File: config.mk
export PLATFORM = sky130hd
export DESIGN_NAME = uart_tx_fifo
export DESIGN_NICKNAME = d
export VERILOG_FILES = /design/src/rtl/uart_tx_fifo.sv
export SDC_FILE = /design/constraint.sdc
export NUM_CORES = 1
export LEC_CHECK = 0
export BUFFER_PORTS_ARGS = -buffer_cell sky130_fd_sc_hd__buf_2
export CORE_ASPECT_RATIO = 0.6
export CORE_UTILIZATION = 51
export DETAILED_ROUTE_END_ITERATION = 16
export PLACE_DENSITY_LB_ADDON = 0.08
export SYNTH_ARGS = -nofsm -noshare
export SYNTH_HDL_FRONTEND = slang
export SYNTH_SLANG_ARGS = --single-unit
File: constraint.sdc
create_clock -name clk -period 4.7 [get_ports clk]
set_clock_uncertainty 0.05 [all_clocks]
set_input_delay 0.47 -clock clk [delete_from_list [all_inputs] [get_ports clk]]
set_output_delay 0.47 -clock clk [all_outputs]
set_load 0.01 [all_outputs]
File: src/rtl/uart_tx_fifo.sv
// uart_tx_fifo: byte-wide transmit FIFO feeding a UART serialiser.
// Frames are start bit, 8 data bits (LSB first) and a stop bit, with each
// bit held for baud_div+1 clk cycles. The bit period is captured when the
// frame starts.
// Optional build macro UART_TX_PARITY_EN inserts an even-parity bit between
// the data bits and the stop bit.
module uart_tx_fifo #(
    parameter int FIFO_DEPTH = 4
) (
    input  logic        clk,
    input  logic        reset_n,
    input  logic        tx_wr,
    input  logic [7:0]  tx_wdata,
    input  logic [15:0] baud_div,
    input  logic        ovf_clr,
    output logic        txd,
    output logic        tx_busy,
    output logic        tx_empty,
    output logic        tx_full,
    output logic        tx_ovf
);

    localparam int PTR_W = (FIFO_DEPTH > 1) ? $clog2(FIFO_DEPTH) : 1;
    localparam int CNT_W = $clog2(FIFO_DEPTH + 1);
    localparam logic [CNT_W-1:0] CNT_FULL = CNT_W'(FIFO_DEPTH);

`ifdef UART_TX_PARITY_EN
    typedef enum logic [2:0] {
        IDLE   = 3'd0,
        START  = 3'd1,
        DATA   = 3'd2,
        PARITY = 3'd3,
        STOP   = 3'd4
    } state_t;
`else
    typedef enum logic [2:0] {
        IDLE   = 3'd0,
        START  = 3'd1,
        DATA   = 3'd2,
        STOP   = 3'd4
    } state_t;
`endif

    // FIFO storage and bookkeeping
    logic [7:0]       mem [FIFO_DEPTH];
    logic [PTR_W-1:0] wr_ptr;
    logic [PTR_W-1:0] rd_ptr;
    logic [CNT_W-1:0] count;
    logic             push;
    logic             pop;
    logic [7:0]       rd_data;

    // Serialiser state
    state_t           state;
    logic [15:0]      baud_q;
    logic [15:0]      baud_cnt;
    logic [2:0]       bit_idx;
    logic [7:0]       shift_q;
    logic             bit_done;
`ifdef UART_TX_PARITY_EN
    logic             parity_q;
`endif

    // Flags come straight from the registered count so they never glitch with
    // same-cycle strobes; a write while full is dropped even if a pop happens
    assign tx_empty = (count == '0);
    assign tx_full  = (count == CNT_FULL);
    assign push     = tx_wr && !tx_full;
    assign pop      = (state == IDLE) && !tx_empty;
    assign rd_data  = mem[rd_ptr];
    assign bit_done = (baud_cnt == 16'd0);

    // Storage array: no reset needed, stale bytes are unreachable once the
    // pointers are cleared
    always_ff @(posedge clk) begin
        if (push) begin
            mem[wr_ptr] <= tx_wdata;
        end
    end

    // Pointer and occupancy update; pointers wrap naturally at the power-of-2 depth
    always_ff @(posedge clk or negedge reset_n) begin
        if (!reset_n) begin
            wr_ptr <= '0;
            rd_ptr <= '0;
            count  <= '0;
        end else begin
            if (push) begin
                wr_ptr <= wr_ptr + 1'b1;
            end
            if (pop) begin
                rd_ptr <= rd_ptr + 1'b1;
            end
            case ({push, pop})
                2'b10:   count <= count + 1'b1;
                2'b01:   count <= count - 1'b1;
                default: count <= count;
            endcase
        end
    end

    // Sticky overflow flag; a dropped write beats a simultaneous clear
    always_ff @(posedge clk or negedge reset_n) begin
        if (!reset_n) begin
            tx_ovf <= 1'b0;
        end else if (tx_wr && tx_full) begin
            tx_ovf <= 1'b1;
        end else if (ovf_clr) begin
            tx_ovf <= 1'b0;
        end
    end

    // Transmit FSM. txd is registered from the current state, so the line
    // trails the state by one clk: that gives the two-edge start latency and
    // the single idle-high clk between back-to-back frames.
    always_ff @(posedge clk or negedge reset_n) begin
        if (!reset_n) begin
            state    <= IDLE;
            txd      <= 1'b1;
            tx_busy  <= 1'b0;
            baud_q   <= 16'd0;
            baud_cnt <= 16'd0;
            bit_idx  <= 3'd0;
            shift_q  <= 8'd0;
`ifdef UART_TX_PARITY_EN
            parity_q <= 1'b0;
`endif
        end else begin
            case (state)
                START:   txd <= 1'b0;
                DATA:    txd <= shift_q[0];
`ifdef UART_TX_PARITY_EN
                PARITY:  txd <= parity_q;
`endif
                default: txd <= 1'b1;
            endcase

            case (state)
                IDLE: begin
                    if (pop) begin
                        shift_q  <= rd_data;
                        baud_q   <= baud_div;
                        baud_cnt <= baud_div;
                        bit_idx  <= 3'd0;
`ifdef UART_TX_PARITY_EN
                        parity_q <= ^rd_data;
`endif
                        tx_busy  <= 1'b1;
                        state    <= START;
                    end
                end
                START: begin
                    if (bit_done) begin
                        baud_cnt <= baud_q;
                        state    <= DATA;
                    end else begin
                        baud_cnt <= baud_cnt - 16'd1;
                    end
                end
                DATA: begin
                    if (bit_done) begin
                        baud_cnt <= baud_q;
                        shift_q  <= {1'b0, shift_q[7:1]};
                        if (bit_idx == 3'd7) begin
`ifdef UART_TX_PARITY_EN
                            state <= PARITY;
`else
                            state <= STOP;
`endif
                        end else begin
                            bit_idx <= bit_idx + 3'd1;
                        end
                    end else begin
                        baud_cnt <= baud_cnt - 16'd1;
                    end
                end
`ifdef UART_TX_PARITY_EN
                PARITY: begin
                    if (bit_done) begin
                        baud_cnt <= baud_q;
                        state    <= STOP;
                    end else begin
                        baud_cnt <= baud_cnt - 16'd1;
                    end
                end
`endif
                STOP: begin
                    if (bit_done) begin
                        baud_cnt <= 16'd0;
                        tx_busy  <= 1'b0;
                        state    <= IDLE;
                    end else begin
                        baud_cnt <= baud_cnt - 16'd1;
                    end
                end
                default: begin
                    baud_cnt <= 16'd0;
                    tx_busy  <= 1'b0;
                    state    <= IDLE;
                end
            endcase
        end
    end

endmodule
==> flow_summary.ini, run 1 <==
[worst_setup_path]
reg2reg_slack_ns = 1.62
max_stage_delay_ns = 0.53
startpoint = state[0]$_DFFE_PN0P_
reg2reg_from = state[0]$_DFFE_PN0P_
crit_type = reg -> reg
cp-end-kind = flip-flop
rr_endpoint = count[2]$_DFFE_PN0P_
worstPathRequired_ns = 4.92
endpoint = count[2]$_DFFE_PN0P_
worst_setup_path_start_kind = flip-flop
crit_slowest_cell = dfrtp_1
path_cells = nor3_1, nand2_2, inv_2, ha_1, inv_1, fa_1, xor2_1, nor2_1, xor2_1
cp_common_cell = xor2_1
arrival_ns = 3.29
cp_max_fo = 28
rr_worst_depth = 9

[sta]
relSlewSlack_pct = 36.06
min_period_ns = 3.076
fmax_mhz = 325.1
setup_violations = 0
slew_violations = 0
rsz0062_at_grt = no
tightest_slew_ns = 0.9539
hold_viol_final = 0
setup_tns_ns = 0
fin_crit_sh_pct = 65.44

[grt]
overflow = 0
grt_pass1_vias = 2896
grt_pass1_wl_um = 15410
antenna_found_initial = 0
grt_max_degree = 57
grt_usage_pct = 23.71

[power_and_ir_drop]
power.switching_mw = 0.6805
p_int_mw = 1.590
clockPowerShare_pct = 31.4
seqPwrFrac_pct = 48.6
comb_power_share_pct = 20.1
switching_share_pct = 29.96
power.leakage_nw = 2.051
power.density_mw_per_mm2 = 468.9
total_power_mw = 2.271
vdd_drop_max_mv = 0.2553

[die]
fp.dieW_um = 120.8
die_area_mm2 = 0.008845
pin_count = 33
die_y_um = 73.25
core_mm2 = 0.008039
start_util_pct = 53.68
rows = 25

[logic_synthesis]
ys_ff_latch = 88
synth_warnings = 0
synth_top_cell_area_share_pct = 31.89
synth_edf_count = 32
synth_largest_area_cell = dfrtp_1
syn_nets = 423
avgSynthCellArea_um2 = 11.18
synth_area_mm2 = 0.004315
synth_area_leaders = dfrtp_1 32%, edfxtp_1 22%, nand2_1 5.6%, mux4_2 4.2%, nor2_1 3.3%
synth-seq-area-share_pct = 54.77
syn_inst = 386
synth_flop_cell = dfrtp_1
synth_cell_type_count = 62
yosysMostFrequentCell = nand2_1
ys_top_cells_by_count = 64 x nand2_1, 55 x dfrtp_1, 38 x nor2_1
async_reset_ff_share_pct = 63.64

[drt]
ant_nets = 0
avgRoutedWirePerCell_um = 17.84
vias = 3090
drc_errors = 0
first_iter_violations = 274
viasPerCell = 5.852
wirelength_um = 9419
first_pass_iters = 4

[cts]
cts_max_path_buffers = 2
cts.clk_slew.worst_paths_ns = 0.07
htreeDepth = 3
cts_tree = built
cts.sinks = 88
cts_buffers = 9
hold_buffers = 0
worstSkewPairLatency_ns = 0.35
ctsResizeCount = 0
post-cts-setup-buffers = 0
clockRootBuffer = clkbuf_16

[hold_path]
hold_class = in -> async

[layout]
fin_nets = 452
drive_above_1_share_pct = 16.90
syn_to_final_growth_pct = 12.24
fill_cells = 675
antenna_cells = 0
fin_util_pct = 60.25

[place]
hpwl_um = 6581
gp_congestion = 0.8001
portBuffers = 32

[run_status]
outcome = complete, no violations

[run]
drv_cap = 0
## state kept, by name, summed over array words and instances, names as in the netlist, 2 cells and up
name and flops:
baud_cnt 16, baud_q 16, bit_idx 3, count 3
mem 32, rd_ptr 2, shift_q 8, state 3
wr_ptr 2
## power groups by stage
stage	logic, mW	clock network (mW)	registers [mW]
floorplan	0.347	0	1.07
global placement	0.442	0	1.11
detailed placement	0.458	0	1.11
CTS	0.458	0.729	1.10
global route	0.512	0.754	1.12
finish	0.455	0.713	1.10
## layout by cell type (no fill, tap or decap), types with 3 or more instances in the layout
cell type and instances:
a21oi_1 9, a221o_1 3, a22oi_1 8, and2_1 8, and3_1 3, buf_2 32, clkbuf_1 3, clkbuf_16 9
dfrtp_1 55, edfxtp_1 32, ha_1 8, inv_1 14, mux2i_1 8, mux4_2 8, nand2_1 64, nand3_1 6
nand4_1 4, nor2_1 38, nor2b_1 4, nor3_1 3, nor3_2 4, nor4_1 3, o21ai_0 12, o21ai_1 3
o221ai_1 3, o22ai_1 12, or3_1 5, xnor2_1 7, xor2_1 4
## kinds of logic (layout without fill, tap and decap cells)
logic type                 count (synthesis)  after routing  synth area share [%]
and+or+nand+nor                          154            154                 17.83
buffers and inverters                     32             66                 3.102
xor gates and xnor gates                  11             11                 2.232
muxes                                     18             18                 6.553
adders and majority gates                  9              9                 2.784
DFF                                       88             88                 54.77
AOI/OAI and AO/OA                         74             74                 12.73
## routing by layer
metal  routed length, µm  vias to the layer above  global-route usage, %
li1                    -                     1457                      -
met5                   0                        -                      0
met4                 143                        0                  9.053
met2                3748                      102                  30.01
met3                 699                       16                  6.522
met1                4828                     1515                  37.67
## metrics by stage
| step | instances | area [µm²] | setup WS (ns) | hold slack (ns) |
|---|---|---|---|---|
| final | 528 | 4843 | 1.624 | 0.1892 |
| after CTS | 528 | 4843 | 1.600 | 0.2427 |
| after global placement | 512 | 4552 | 1.712 | 0.4077 |
| after global routing | 528 | 4843 | 1.455 | 0.2810 |
| after floorplan | 386 | 4315 | 2.266 | 0.1244 |
| after detailed placement | 512 | 4552 | 1.627 | 0.4146 |
## worst max-delay path, delay by kind of cell, from the launching register on
| family | cells | cell delay, ns |
|---|---|---|
| XOR/XNOR | 2 | 0.31 |
| adder cells (fa/ha/maj) | 2 | 0.63 |
| buffers and inverters | 2 | 0.56 |
| flip-flops | 1 | 0.53 |
| AND/OR/NAND/NOR | 3 | 0.92 |
## area by class of cell
| class | count | area, µm² | area share [%] |
|---|---|---|---|
| clock buffers | 13 | 250.2 | 5.167 |
| multi-input cells | 266 | 1818 | 37.54 |
| inverters | 16 | 60.06 | 1.240 |
| well taps | 108 | 135.1 | 2.790 |
| flip-flops and latches | 88 | 2364 | 48.80 |
| repair buffers | 34 | 175.2 | 3.617 |
| clock inverters | 3 | 41.29 | 0.8525 |
## worst min-delay path by stage
stage	slack (ns)	cells past startpoint	startpoint	to
finish	0.19	2	reset_n	shift_q[2]$_DFFE_PN0P_
global route	0.28	2	ovf_clr	tx_ovf$_DFFE_PN0P_
CTS	0.24	2	reset_n	baud_q[7]$_DFFE_PN0P_
detailed placement	0.41	2	baud_q[1]$_DFFE_PN0P_	baud_q[1]$_DFFE_PN0P_
global placement	0.41	2	baud_q[6]$_DFFE_PN0P_	baud_q[6]$_DFFE_PN0P_
floorplan	0.12	0	reset_n	baud_cnt[0]$_DFFE_PN0P_
Power figures use the tool's default switching activity.
==> inputs of run 2 (changes only) <==
Settings changed: ABC_AREA set to 1.
Clock period 4.7 ns to 3.2 ns, I/O delays scaled along.
==> run 2 against run 1 <==
Global-route usage up 0.98 points. Clock power up 53%. Highest routed layer unchanged. Largest cell class unchanged. Synthesized cell count up 35%.
==> flow_summary.ini, run 2 <==
[grt]
grt_pass1_vias = 3206
overflow = 0
grt_max_degree = 35
antenna_found_initial = 0
grt_usage_pct = 24.69
grt_pass1_wl_um = 16460

[power_and_ir_drop]
comb_power_share_pct = 43.2
seqPwrFrac_pct = 36.1
p_int_mw = 3.026
clockPowerShare_pct = 20.7
power.switching_mw = 2.244
vdd_drop_max_mv = 0.4765
total_power_mw = 5.269
switching_share_pct = 42.58
power.leakage_nw = 2.380
power.density_mw_per_mm2 = 1038

[hold_path]
hold_class = in -> reg

[layout]
register_area_mm2 = 0.002364
syn_to_final_growth_pct = 12.63
fin_nets = 591
top_regs = mem (32), baud_cnt (16), baud_q (16)
antenna_cells = 0
fill_cells = 731
top_register = mem
layout_commonest_cell = nand2_1
multi_input_area_mm2 = 0.001856
fin_util_pct = 59.34
largest_reg_flops = 32
drive_above_1_share_pct = 14.67
mostFrequentLayoutCells = 157 x nand2_1, 55 x dfrtp_1, 53 x inv_1

[sta]
slew_violations = 0
fin_hold_ws_ns = 0.1199
tightest_slew_ns = 0.8130
min_period_ns = 2.294
setup_violations = 0
fin_ws_ns = 0.9058
rsz0062_at_grt = no
fin_crit_sh_pct = 71.69
relSlewSlack_pct = 45.60
setup_tns_ns = 0
fmax_mhz = 435.9
hold_viol_final = 0

[drt]
avgRoutedWirePerCell_um = 14.98
ant_nets = 0
viasPerCell = 5.180
drc_errors = 0
vias = 3476
first_iter_violations = 269
first_pass_iters = 5
wirelength_um = 10050

[cts]
ctsResizeCount = 0
clockRootBuffer = clkbuf_16
htreeDepth = 3
cts_tree = built
cts.sinks = 88
worstSkewPairLatency_ns = 0.34
cts_max_path_buffers = 2
cts.clk_slew.worst_paths_ns = 0.06
cts_buffers = 9

[logic_synthesis]
synth_cell_type_count = 39
async_reset_ff_share_pct = 63.64
synth_top_cell_area_share_pct = 30.53
synth-seq-area-share_pct = 52.43
synth_warnings = 0
synth_area_mm2 = 0.004508
syn_inst = 520
avgSynthCellArea_um2 = 8.669
syn_nets = 557
synth_area_leaders = dfrtp_1 31%, edfxtp_1 21%, nand2_1 13%, o21ai_0 4.8%, inv_1 4.4%
synth_edf_count = 32
ys_ff_latch = 88
synth_flop_cell = dfrtp_1
synth_largest_area_cell = dfrtp_1
yosysMostFrequentCell = nand2_1
ys_top_cells_by_count = 157 x nand2_1, 55 x dfrtp_1, 53 x inv_1

[die]
die_area_mm2 = 0.009232
core_mm2 = 0.008556
start_util_pct = 52.69
die_y_um = 74.83
pin_count = 33
rows = 26
fp.dieW_um = 123.4

[run_status]
outcome = complete, no violations

[place]
pre_cts_ws_ns = 0.9309
gp_congestion = 0.8532
hpwl_um = 7115
portBuffers = 32

[worst_setup_path]
cp_max_fo = 8
worst_setup_path_start_kind = flip-flop
cp-end-kind = flip-flop
worstPathRequired_ns = 3.37
arrival_ns = 2.46
crit_type = reg -> reg

[run]
drv_cap = 0
run 2: layout make-up:
type	count	area share (%)
inverter	59	4.362
multi-input combinational	360	36.55
tap	112	2.760
clock buffer	11	4.584
timing repair buffer	36	3.795
sequential	88	46.55
clock inverter	5	1.405
run 2: worst max-delay path, cell delays in order, from the launching register on:
cell     delay, ns
dfrtp_1       0.43
nor3_1        0.34
inv_1         0.07
nand2_1       0.23
ha_1          0.20
inv_1         0.06
fa_1          0.38
a21oi_1       0.14
o21ai_0       0.10
xor2_1        0.16
run 2: path summary, 6_finish.rpt:
| kind | startpoint | to | slack, ns | cells after the start |
|---|---|---|---|---|
| hold / removal | ovf_clr | tx_ovf$_DFFE_PN0P_ | 0.12 | 2 |
| setup / recovery | count[0]$_DFFE_PN0P_ | count[2]$_DFFE_PN0P_ | 0.91 | 9 |
| min in group asynchronous | reset_n | shift_q[3]$_DFFE_PN0P_ | 0.44 | 2 |
| max in group asynchronous | reset_n | baud_cnt[4]$_DFFE_PN0P_ | 1.82 | 3 |
| setup reg to reg | count[0]$_DFFE_PN0P_ | count[2]$_DFFE_PN0P_ | 0.91 | 9 |
| hold reg to reg | baud_q[0]$_DFFE_PN0P_ | baud_q[0]$_DFFE_PN0P_ | 0.43 | 2 |
run 2: cells by family after synthesis:
logic type | after synthesis | share of synthesized area, %
AO/OA/AOI/OAI | 77 | 10.66
XOR/XNOR | 11 | 2.137
adder cells (fa/ha/maj) | 9 | 2.665
buffers and inverters | 72 | 6.411
flip-flops | 88 | 52.43
AND/OR/NAND/NOR | 263 | 25.70
run 2: repair_timing:
| action | 4_1_cts | 5_1_grt |
|---|---|---|
| buffers inserted | 0 | 0 |
| hold buffers | 1 | 0 |
| hold endpoints to repair | 21 | 0 |
run 2: power groups by stage:
stage | sequential (mW) | clock, mW | combinational (mW)
2_1_floorplan | 1.82 | 0 | 1.79
3_3_place_gp | 1.90 | 0 | 2.22
3_5_place_dp | 1.92 | 0 | 2.25
4_1_cts | 1.90 | 1.11 | 2.27
5_1_grt | 1.95 | 1.17 | 2.61
6_report | 1.90 | 1.09 | 2.28
run 2: layer usage:
layer	share of wire, %	vias up	GRT usage [%]	wire length, µm
met5	0	-	0	0
met4	0.57	0	6.292	57
met3	6.6	7	8.106	668
met2	40	114	32.84	3991
met1	53	1596	38.04	5335
li1	-	1759	-	-
run 2: stage by stage:
stage,area (µm²),instances
after CTS,5077,671
after floorplan,4508,520
after detailed placement,4763,654
after global placement,4763,654
after global routing,5077,671
final,5077,671
==> inputs of run 3 (changes only) <==
Settings changed: ABC_AREA 1 to 0.
Clock period 3.2 ns to 2 ns, I/O delays scaled along.
==> run 3 against run 2 <==
Die area down 4.2%. Final cell count is 12% lower. Wire length up 7.1%. Critical endpoint is now baud_cnt[4]$_DFFE_PN0P_. Largest cell class unchanged. Largest power group is now registers.
==> flow_summary.ini, run 3 (synthesis gave the netlist of run 1 again) <==
[worst_setup_path]
crit_buf_inv = 4
arrival_ns = 2.15
cp_max_fo = 7
crit_type = reg -> reg
worst_setup_path_start_kind = flip-flop
critPathTopFamily = buffers and inverters
max_stage_delay_ns = 0.36
worstPathRequired_ns = 2.17
reg2reg_from = baud_cnt[0]$_DFFE_PN0P_
reg2reg_slack_ns = 0.03
rr_endpoint = baud_cnt[4]$_DFFE_PN0P_
path_cells = inv_2, ha_4, nor4b_4, buf_4, nand4_4, buf_6, nor3_2, buf_4, a22o_1, a221o_1
crit_slowest_cell = dfrtp_1
cp-end-kind = flip-flop
cp_common_cell = buf_4
rr_worst_depth = 10

[grt]
met1_usage_pct = 41.43
globalRouteMet3Util_pct = 7.298
grt_pass1_wl_um = 17460
overflow = 0
grt_max_degree = 24
grt_usage_pct = 26.94
busiest_layer = met1
grt_pass1_vias = 3255
grt_use_met2_pct = 37.99
antenna_found_initial = 0

[layout]
layout_commonest_cell = nand2_1
antenna_cells = 0
fill_cells = 595
largest_reg_flops = 32
top_register = mem
mostFrequentLayoutCells = 64 x nand2_1, 59 x buf_4, 54 x dfrtp_1
drive_above_1_share_pct = 33.26
top_regs = mem (32), baud_cnt (16), baud_q (16)
fin_nets = 516
register_area_mm2 = 0.002365
syn_to_final_growth_pct = 28.18
multi_input_area_mm2 = 0.001974

[power_and_ir_drop]
total_power_mw = 5.701
power.leakage_nw = 2.387
power.density_mw_per_mm2 = 1031
vdd_drop_max_mv = 0.5900

[sta]
setup_violations = 0
tightest_slew_ns = 0.5359
min_period_ns = 1.974
relSlewSlack_pct = 64.27
setup_tns_ns = 0
fin_crit_sh_pct = 98.68
slew_violations = 0
hold_viol_final = 0
rsz0062_at_grt = yes
fmax_mhz = 506.7

[die]
pin_count = 33
core_mm2 = 0.008039
fp.dieW_um = 120.8
die_y_um = 73.25
rows = 25
start_util_pct = 53.68
die_area_mm2 = 0.008845

[cts]
cts_tree = built
cts.clk_slew.worst_paths_ns = 0.06
worstSkewPairLatency_ns = 0.34
cts.sinks = 88
cts_buffers = 9
clockRootBuffer = clkbuf_16
cts_max_path_buffers = 2
htreeDepth = 3

[hold_path]
min_delay_path_depth = 2
min_from = ovf_clr
hold_class = in -> reg
holdPathEnd = tx_ovf$_DFFE_PN0P_

[drt]
vias = 3413
wirelength_um = 10770
avgRoutedWirePerCell_um = 18.19
first_iter_violations = 206
first_pass_iters = 5
viasPerCell = 5.765
drc_errors = 0
ant_nets = 0

[run]
drv_cap = 0

[run_status]
outcome = complete, no violations

[place]
gp_congestion = 0.8972
portBuffers = 32
hpwl_um = 7782
-- run 3: final cells by class --
class	count	area share, %
Clock buffer	10	4.139
Sequential cell	88	42.75
Timing Repair Buffer	97	12.58
Tap cell	108	2.443
Multi-Input combinational cell	267	35.69
Inverter	16	1.312
Clock inverter	6	1.086
-- run 3: where the power goes --
group	internal [mW]	leakage, nW	switching (mW)
combinational	0.738	1.29	0.784
clock	0.961	0.140	0.671
sequential	2.27	0.956	0.281
-- run 3: worst max-delay path by stage --
stage / start / endpoint / slack (ns) / cells past startpoint
CTS: baud_cnt[0]$_DFFE_PN0P_ / baud_cnt[3]$_DFFE_PN0P_ / 0.005 / 8
global placement: baud_cnt[0]$_DFFE_PN0P_ / baud_cnt[13]$_DFFE_PN0P_ / -0.02 / 9
finish: baud_cnt[0]$_DFFE_PN0P_ / baud_cnt[4]$_DFFE_PN0P_ / 0.03 / 10
floorplan: state[1]$_DFFE_PN0P_ / count[2]$_DFFE_PN0P_ / -0.12 / 11
detailed placement: baud_cnt[0]$_DFFE_PN0P_ / baud_cnt[13]$_DFFE_PN0P_ / -0.10 / 9
global route: baud_cnt[1]$_DFFE_PN0P_ / baud_cnt[4]$_DFFE_PN0P_ / -0.06 / 8
-- run 3: layer usage --
metal  wire [µm]  part of all wire [%]
met5           0                     0
met4          91                  0.84
met3         878                   8.2
met2        4468                    41
met1        5332                    50
-- run 3: stage by stage --
stage / hold WS (ns) / cells / util (%) / instance area, µm² / setup slack, ns
final: 0.006249 / 592 / 68.81 / 5532 / 0.02649
after global routing: 0.02167 / 592 / 68.81 / 5532 / -0.06008
after CTS: 0.003256 / 591 / 67.64 / 5438 / 0.004893
after detailed placement: 0.1595 / 571 / 63.11 / 5074 / -0.1014
after global placement: 0.1571 / 571 / 63.11 / 5074 / -0.01832
after floorplan: -0.1456 / 386 / - / 4390 / -0.1164
-- run 3: timing repair --
action / in CTS / in global routing
resized for setup: 7 / 21
cloned: 1 / 0
endpoints found under the hold margin: 19 / 0
pin swaps: 5 / 15
setup endpoints to repair: 13 / 17
buffers inserted: 2 / 1
hold buffers: 1 / 0
